## src/rtl/cube_color_sampler.sv

```systemverilog
`timescale 1ns/1ps
`default_nettype none
// ============================================================================
// Module : cube_color_sampler
// Brief  : Averages RGB over a square window of the pixel stream, once per
//          frame. Define CUBE_SAMPLER_IIR_EN for 1/4-weight frame smoothing.
// Rev    : 1.0  initial release
// ============================================================================
module cube_color_sampler #(
    parameter int WIN_LOG2 = 4,
    parameter int H_MAX    = 639,
    parameter int V_MAX    = 479
) (
    input  logic       iCLK,
    input  logic       iRST_N,
    input  logic       iFrame_start,
    input  logic       iFrame_end,
    input  logic       iDVAL,
    input  logic [9:0] iX,
    input  logic [9:0] iY,
    input  logic [7:0] iR,
    input  logic [7:0] iG,
    input  logic [7:0] iB,
    input  logic [9:0] iCubeX,
    input  logic [9:0] iCubeY,
    output logic [7:0] oColor_R,
    output logic [7:0] oColor_G,
    output logic [7:0] oColor_B,
    output logic       oColor_valid,
    output logic       oWin_err
);
    localparam int                 c_SHIFT = 2 * WIN_LOG2;
    localparam int                 c_SUM_W = 8 + c_SHIFT;
    localparam int                 c_CNT_W = c_SHIFT + 1;
    localparam logic [10:0]        c_HALF  = 11'(2 ** (WIN_LOG2 - 1));
    localparam logic [10:0]        c_SPAN  = 11'(2 ** WIN_LOG2 - 1);
    localparam logic [10:0]        c_H_MAX = 11'(H_MAX);
    localparam logic [10:0]        c_V_MAX = 11'(V_MAX);
    localparam logic [c_CNT_W-1:0] c_FULL  = c_CNT_W'(2 ** c_SHIFT);

    typedef enum logic [1:0] {
        S_IDLE  = 2'd0,
        S_ACCUM = 2'd1,
        S_DONE  = 2'd2
    } state_t;

    state_t             r_state;
    logic [10:0]        r_x0, r_y0;
    logic               r_win_ok;
    logic [c_SUM_W-1:0] r_sum_r, r_sum_g, r_sum_b;
    logic [c_CNT_W-1:0] r_count;
    logic               r_pub_go, r_pub_err;
    logic [7:0]         r_avg_r, r_avg_g, r_avg_b;

    logic [10:0]        w_cube_x, w_cube_y, w_x0, w_y0, w_px, w_py;
    logic               w_win_ok, w_hit;
    logic [7:0]         w_next_r, w_next_g, w_next_b;

    // 11-bit arithmetic so a centre near the left/top edge wraps to a huge x0
    // instead of aliasing onto a legal coordinate.
    assign w_cube_x = {1'b0, iCubeX};
    assign w_cube_y = {1'b0, iCubeY};
    assign w_x0     = w_cube_x - c_HALF;
    assign w_y0     = w_cube_y - c_HALF;
    assign w_win_ok = (w_cube_x >= c_HALF) && (w_cube_y >= c_HALF) &&
                      (w_x0 + c_SPAN <= c_H_MAX) && (w_y0 + c_SPAN <= c_V_MAX);

    assign w_px  = {1'b0, iX};
    assign w_py  = {1'b0, iY};
    assign w_hit = iDVAL && (w_px >= r_x0) && (w_px <= r_x0 + c_SPAN) &&
                   (w_py >= r_y0) && (w_py <= r_y0 + c_SPAN);

`ifdef CUBE_SAMPLER_IIR_EN
    logic r_primed;

    function automatic logic [7:0] smooth(input logic [7:0] old, input logic [7:0] avg,
                                          input logic primed);
        logic signed [8:0] diff;
        logic signed [8:0] step;
        diff = $signed({1'b0, avg}) - $signed({1'b0, old});
        step = diff >>> 2;
        return primed ? old + step[7:0] : avg;
    endfunction

    assign w_next_r = smooth(oColor_R, r_avg_r, r_primed);
    assign w_next_g = smooth(oColor_G, r_avg_g, r_primed);
    assign w_next_b = smooth(oColor_B, r_avg_b, r_primed);
`else
    assign w_next_r = r_avg_r;
    assign w_next_g = r_avg_g;
    assign w_next_b = r_avg_b;
`endif

    always_ff @(posedge iCLK or negedge iRST_N) begin
        if (!iRST_N) begin
            r_state      <= S_IDLE;
            r_x0         <= '0;
            r_y0         <= '0;
            r_win_ok     <= 1'b0;
            r_sum_r      <= '0;
            r_sum_g      <= '0;
            r_sum_b      <= '0;
            r_count      <= '0;
            r_pub_go     <= 1'b0;
            r_pub_err    <= 1'b0;
            r_avg_r      <= '0;
            r_avg_g      <= '0;
            r_avg_b      <= '0;
            oColor_R     <= 8'hFF;
            oColor_G     <= 8'hFF;
            oColor_B     <= 8'hFF;
            oColor_valid <= 1'b0;
            oWin_err     <= 1'b0;
`ifdef CUBE_SAMPLER_IIR_EN
            r_primed     <= 1'b0;
`endif
        end else begin
            r_pub_go     <= 1'b0;
            r_pub_err    <= 1'b0;
            oColor_valid <= 1'b0;

            // Output stage: one cycle behind the DONE decision.
            if (r_pub_go) begin
                oColor_R     <= w_next_r;
                oColor_G     <= w_next_g;
                oColor_B     <= w_next_b;
                oColor_valid <= 1'b1;
                oWin_err     <= 1'b0;
`ifdef CUBE_SAMPLER_IIR_EN
                r_primed     <= 1'b1;
`endif
            end else if (r_pub_err) begin
                oWin_err <= 1'b1;
            end

            if (r_state == S_DONE) begin
                if (r_win_ok && (r_count == c_FULL)) begin
                    r_pub_go <= 1'b1;
                    r_avg_r  <= 8'(r_sum_r >> c_SHIFT);
                    r_avg_g  <= 8'(r_sum_g >> c_SHIFT);
                    r_avg_b  <= 8'(r_sum_b >> c_SHIFT);
                end else begin
                    r_pub_err <= 1'b1;
                end
            end

            // A frame start in any state (re)opens accumulation.
            if (iFrame_start) begin
                r_state  <= S_ACCUM;
                r_x0     <= w_x0;
                r_y0     <= w_y0;
                r_win_ok <= w_win_ok;
                r_sum_r  <= '0;
                r_sum_g  <= '0;
                r_sum_b  <= '0;
                r_count  <= '0;
            end else begin
                case (r_state)
                    S_ACCUM: begin
                        if (w_hit) begin
                            r_sum_r <= r_sum_r + c_SUM_W'(iR);
                            r_sum_g <= r_sum_g + c_SUM_W'(iG);
                            r_sum_b <= r_sum_b + c_SUM_W'(iB);
                            // Saturate so a flood of duplicates never wraps back to "full".
                            if (r_count != '1)
                                r_count <= r_count + c_CNT_W'(1);
                        end
                        if (iFrame_end)
                            r_state <= S_DONE;
                    end
                    S_DONE:  r_state <= S_IDLE;
                    default: r_state <= S_IDLE;
                endcase
            end
        end
    end
endmodule
`default_nettype wire

```

## config.mk

```make
export PLATFORM = sky130hd
export DESIGN_NAME = cube_color_sampler
export DESIGN_NICKNAME = d
export VERILOG_FILES = /design/src/rtl/cube_color_sampler.sv
export SDC_FILE = /design/constraint.sdc
export NUM_CORES = 1
export LEC_CHECK = 0
export ABC_CLOCK_PERIOD_IN_PS = 4200
export CORE_MARGIN = 2
export CORE_UTILIZATION = 30
export DETAILED_ROUTE_END_ITERATION = 12
export PLACE_DENSITY = 0.47
export SLEW_MARGIN = 20
export SYNTH_ARGS = -nofsm -noshare
export SYNTH_HDL_FRONTEND = slang
export SYNTH_SLANG_ARGS = --single-unit
```

## constraint.sdc

```tcl
create_clock -name iCLK -period 4.2 [get_ports iCLK]
set_clock_uncertainty 0.15 [all_clocks]
set_input_delay 0.63 -clock iCLK [delete_from_list [all_inputs] [get_ports iCLK]]
set_output_delay 0.63 -clock iCLK [all_outputs]
set_load 0.02 [all_outputs]
```

==> run metrics <==
P_leak 4.65 nW; antenna violations before repair 0; Tot Pwr 0.00339 W; CP arrival 4.01 ns; Pwr Density 318 nW/µm²; CP max stage delay 0.37 ns; clock buffer count from CTS 17; Post-Route Setup TNS 0 ns; Post-DRT Antenna Nets 0; Distinct cells, synth 73; number of flops mapped to enable cells by yosys 0; vias per inst 4.94; status completed; most common cell in the netlist nand2_1; CTS max path bufs 2; CTS sink count 134; Cell Area, Synth 8700 µm²; Routed WL per cell 14.9 µm; routed via count 6,990; TritonRoute pass-1 iters 5; Syn Area/Cell 9.37 µm²; worst slew pin tran 0.753 ns; Worst setup SP type flop; Residual DRC 0; Area Growth Syn to Fin 22.5%; Yosys top cell by area dfrtp_1; CTS tree yes; Synth area leaders dfrtp_1, ha_1, dfstp_2, nand2_1, a21oi_1; CP Capture Type flop; # IOs 95; WP buf/inv 2; Hold Path Class in2async; Tmin final 3.86 ns; worst vdd ir 254 µV; FMAX 259 MHz; sequential fraction of the synthesis area 0.389; antenna cells 0; row count 62; CORE AREA 28,600 µm²; Critical Path Slowest Stage Cell dfrtp_1; CP required 4.36 ns; register area 3380 µm²; clock latency on the worst-skew pair 0.43 ns; Placer Congestion 0.770; Top delay family on crit path compound AO/OA/AOI/OAI gates; Initial Util 0.304; main flop type after synthesis dfrtp_1; routed wire length 21.1 mm; H-tree depth 4; cell mode on critical path ha_1; Max Slew Vio Count 0; Nets 1,168; Worst Setup Slack, final 0.343 ns; PortBufs 94; die width 174 µm; Final Hold Fails 0; GRT Residual Overflow 0; vias in the first global route 7,045; clock root buffer clkbuf_16; post-synth top area share 0.316; RSZ-0062 raised after global routing no; Commonest cells post-synth nand2_1, dfrtp_1, ha_1; DP HPWL 15.2 mm; footprint of the multi-input gates 4990 µm²; Final setup viols 0; largest fanout on the critical path 49; die height 174 µm; DR iter-0 viols 310; period utilization 0.918; max cap viols 0; Yosys warnings 0; pin count of the biggest net entering global routing 75; FF+latch count, synth 134; Synth Instances 929; Global Route Usage Sum 0.146; Setup WS pre-CTS 0.299 ns; Rel. slew slack 0.495; fillers 2,933; proportion of layout cells with a drive suffix above 1 0.126; syn nets 1,080; first-pass GRT wire length 36.2 mm; asr flop ratio synth 1.00; CP Cell Sequence inv_1 > ha_1 > a211oi_2 > nand3_1 > xnor2_1 > ha_1 > a21o_1 > a211o_1 > o31ai_4 > nand4b_2 > buf_12 > nor4_1 > mux2_1; clk slew on worst S/H paths 0.06 ns; die area 30,400 µm²; critical path class reg2reg
## per-layer routing
metal / global-route usage / up-vias / share of wire
li1: - / 3530 / -
met1: 0.207 / 3343 / 0.51
met2: 0.231 / 103 / 0.45
met3: 0.0219 / 14 / 0.025
met4: 0.0420 / 0 / 0.011
met5: 0 / - / 0
## cell usage in the layout, fill, tap and decap left out, drive strengths merged, types with 4 or more instances in the layout
| cell | n |
|---|---|
| or3 | 9 |
| buf | 14 |
| o311ai | 9 |
| clkdlybuf4s50 | 92 |
| o21ai | 37 |
| dfrtp | 110 |
| ha | 79 |
| dfstp | 24 |
| clkbuf | 18 |
| xnor2 | 34 |
| or2 | 9 |
| inv | 57 |
| o31ai | 10 |
| a211o | 6 |
| a211oi | 8 |
| o41ai | 11 |
| o211ai | 10 |
| nor2 | 61 |
| a21o | 19 |
| nor3 | 17 |
| nor2b | 15 |
| o21bai | 4 |
| nand3 | 25 |
| nand3b | 4 |
| xor2 | 6 |
| nor3b | 7 |
| nand2 | 127 |
| nor4 | 16 |
| mux2 | 36 |
| o21a | 8 |
| mux2i | 6 |
| or4 | 8 |
| nand4 | 12 |
| nand2b | 8 |
| a21oi | 68 |
## where the power goes
group | leakage, nW | total (W) | switching [W] | internal, W
clock | 0.272 | 0.00145 | 0.000656 | 0.000797
combinational | 2.66 | 0.000595 | 0.000329 | 0.000267
sequential | 1.72 | 0.00134 | 0.0000248 | 0.00132
total | 4.65 | 0.00339 | 0.00101 | 0.00238
## through the flow
step | hold slack [ns] | utilization | cells | area, µm²
2_1_floorplan | 0.184 | - | 929 | 8700
3_3_place_gp | 0.287 | 0.352 | 1382 | 10100
3_5_place_dp | 0.295 | 0.352 | 1382 | 10100
4_1_cts | 0.104 | 0.372 | 1414 | 10600
5_1_grt | 0.117 | 0.372 | 1414 | 10700
6_report | 0.0630 | 0.372 | 1414 | 10700
## cells by family (layout without fill, tap and decap cells)
group	Yosys count	after routing	share of synthesized area
muxes	42	42	0.0535
buffers and inverters	86	187	0.0394
adders and majority gates	82	82	0.120
xor gates and xnor gates	40	40	0.0420
AOI/OAI and AO/OA	216	216	0.169
and+or+nand+nor	329	329	0.186
DFF	134	134	0.389
## sequential cells by signal, summed over array words and instances, names as in the netlist, 9 cells and up
register / count
r_sum_b: 16
r_count: 9
r_sum_g: 16
r_sum_r: 16
r_x0: 11
r_y0: 11
## cell type report
| cell class | count | area share |
|---|---|---|
| multi-input combinational | 709 | 0.468 |
| sequential | 134 | 0.318 |
| timing repair buffer | 106 | 0.0990 |
| tap | 384 | 0.0451 |
| clock buffer | 18 | 0.0412 |
| inverter | 49 | 0.0173 |
| clock inverter | 14 | 0.0121 |
## repair_timing
| item | in CTS | in global routing |
|---|---|---|
| gates resized for setup | 0 | 1 |
| endpoints found under the setup margin | 0 | 1 |
| buffers inserted | 0 | 0 |
| hold buffers | 0 | 0 |
## worst paths after layout
check                           start          end  slack (ns)  depth (start not counted)
max                           r_y0[0]  r_sum_g[13]        0.34                         13
min                            iRST_N      r_y0[2]        0.06                          1
max reg2reg                   r_y0[0]  r_sum_g[13]        0.34                         13
min reg2reg                r_state[0]    r_pub_err        0.31                          1
max in group asynchronous      iRST_N  oColor_R[4]        3.05                          2
min in group iCLK          r_state[0]    r_pub_err        0.31                          1
## worst reg2reg max path, delay by kind of cell (launching register included)
kind | cells | cell delay (ns)
AO/OA/AOI/OAI | 4 | 1.18
XOR/XNOR | 1 | 0.14
adder cells (fa/ha/maj) | 2 | 0.56
buffers and inverters | 2 | 0.30
flip-flops | 1 | 0.37
multiplexers | 1 | 0.36
AND/OR/NAND/NOR | 3 | 0.71
No activity file was read; power rests on OpenSTA's default activity.
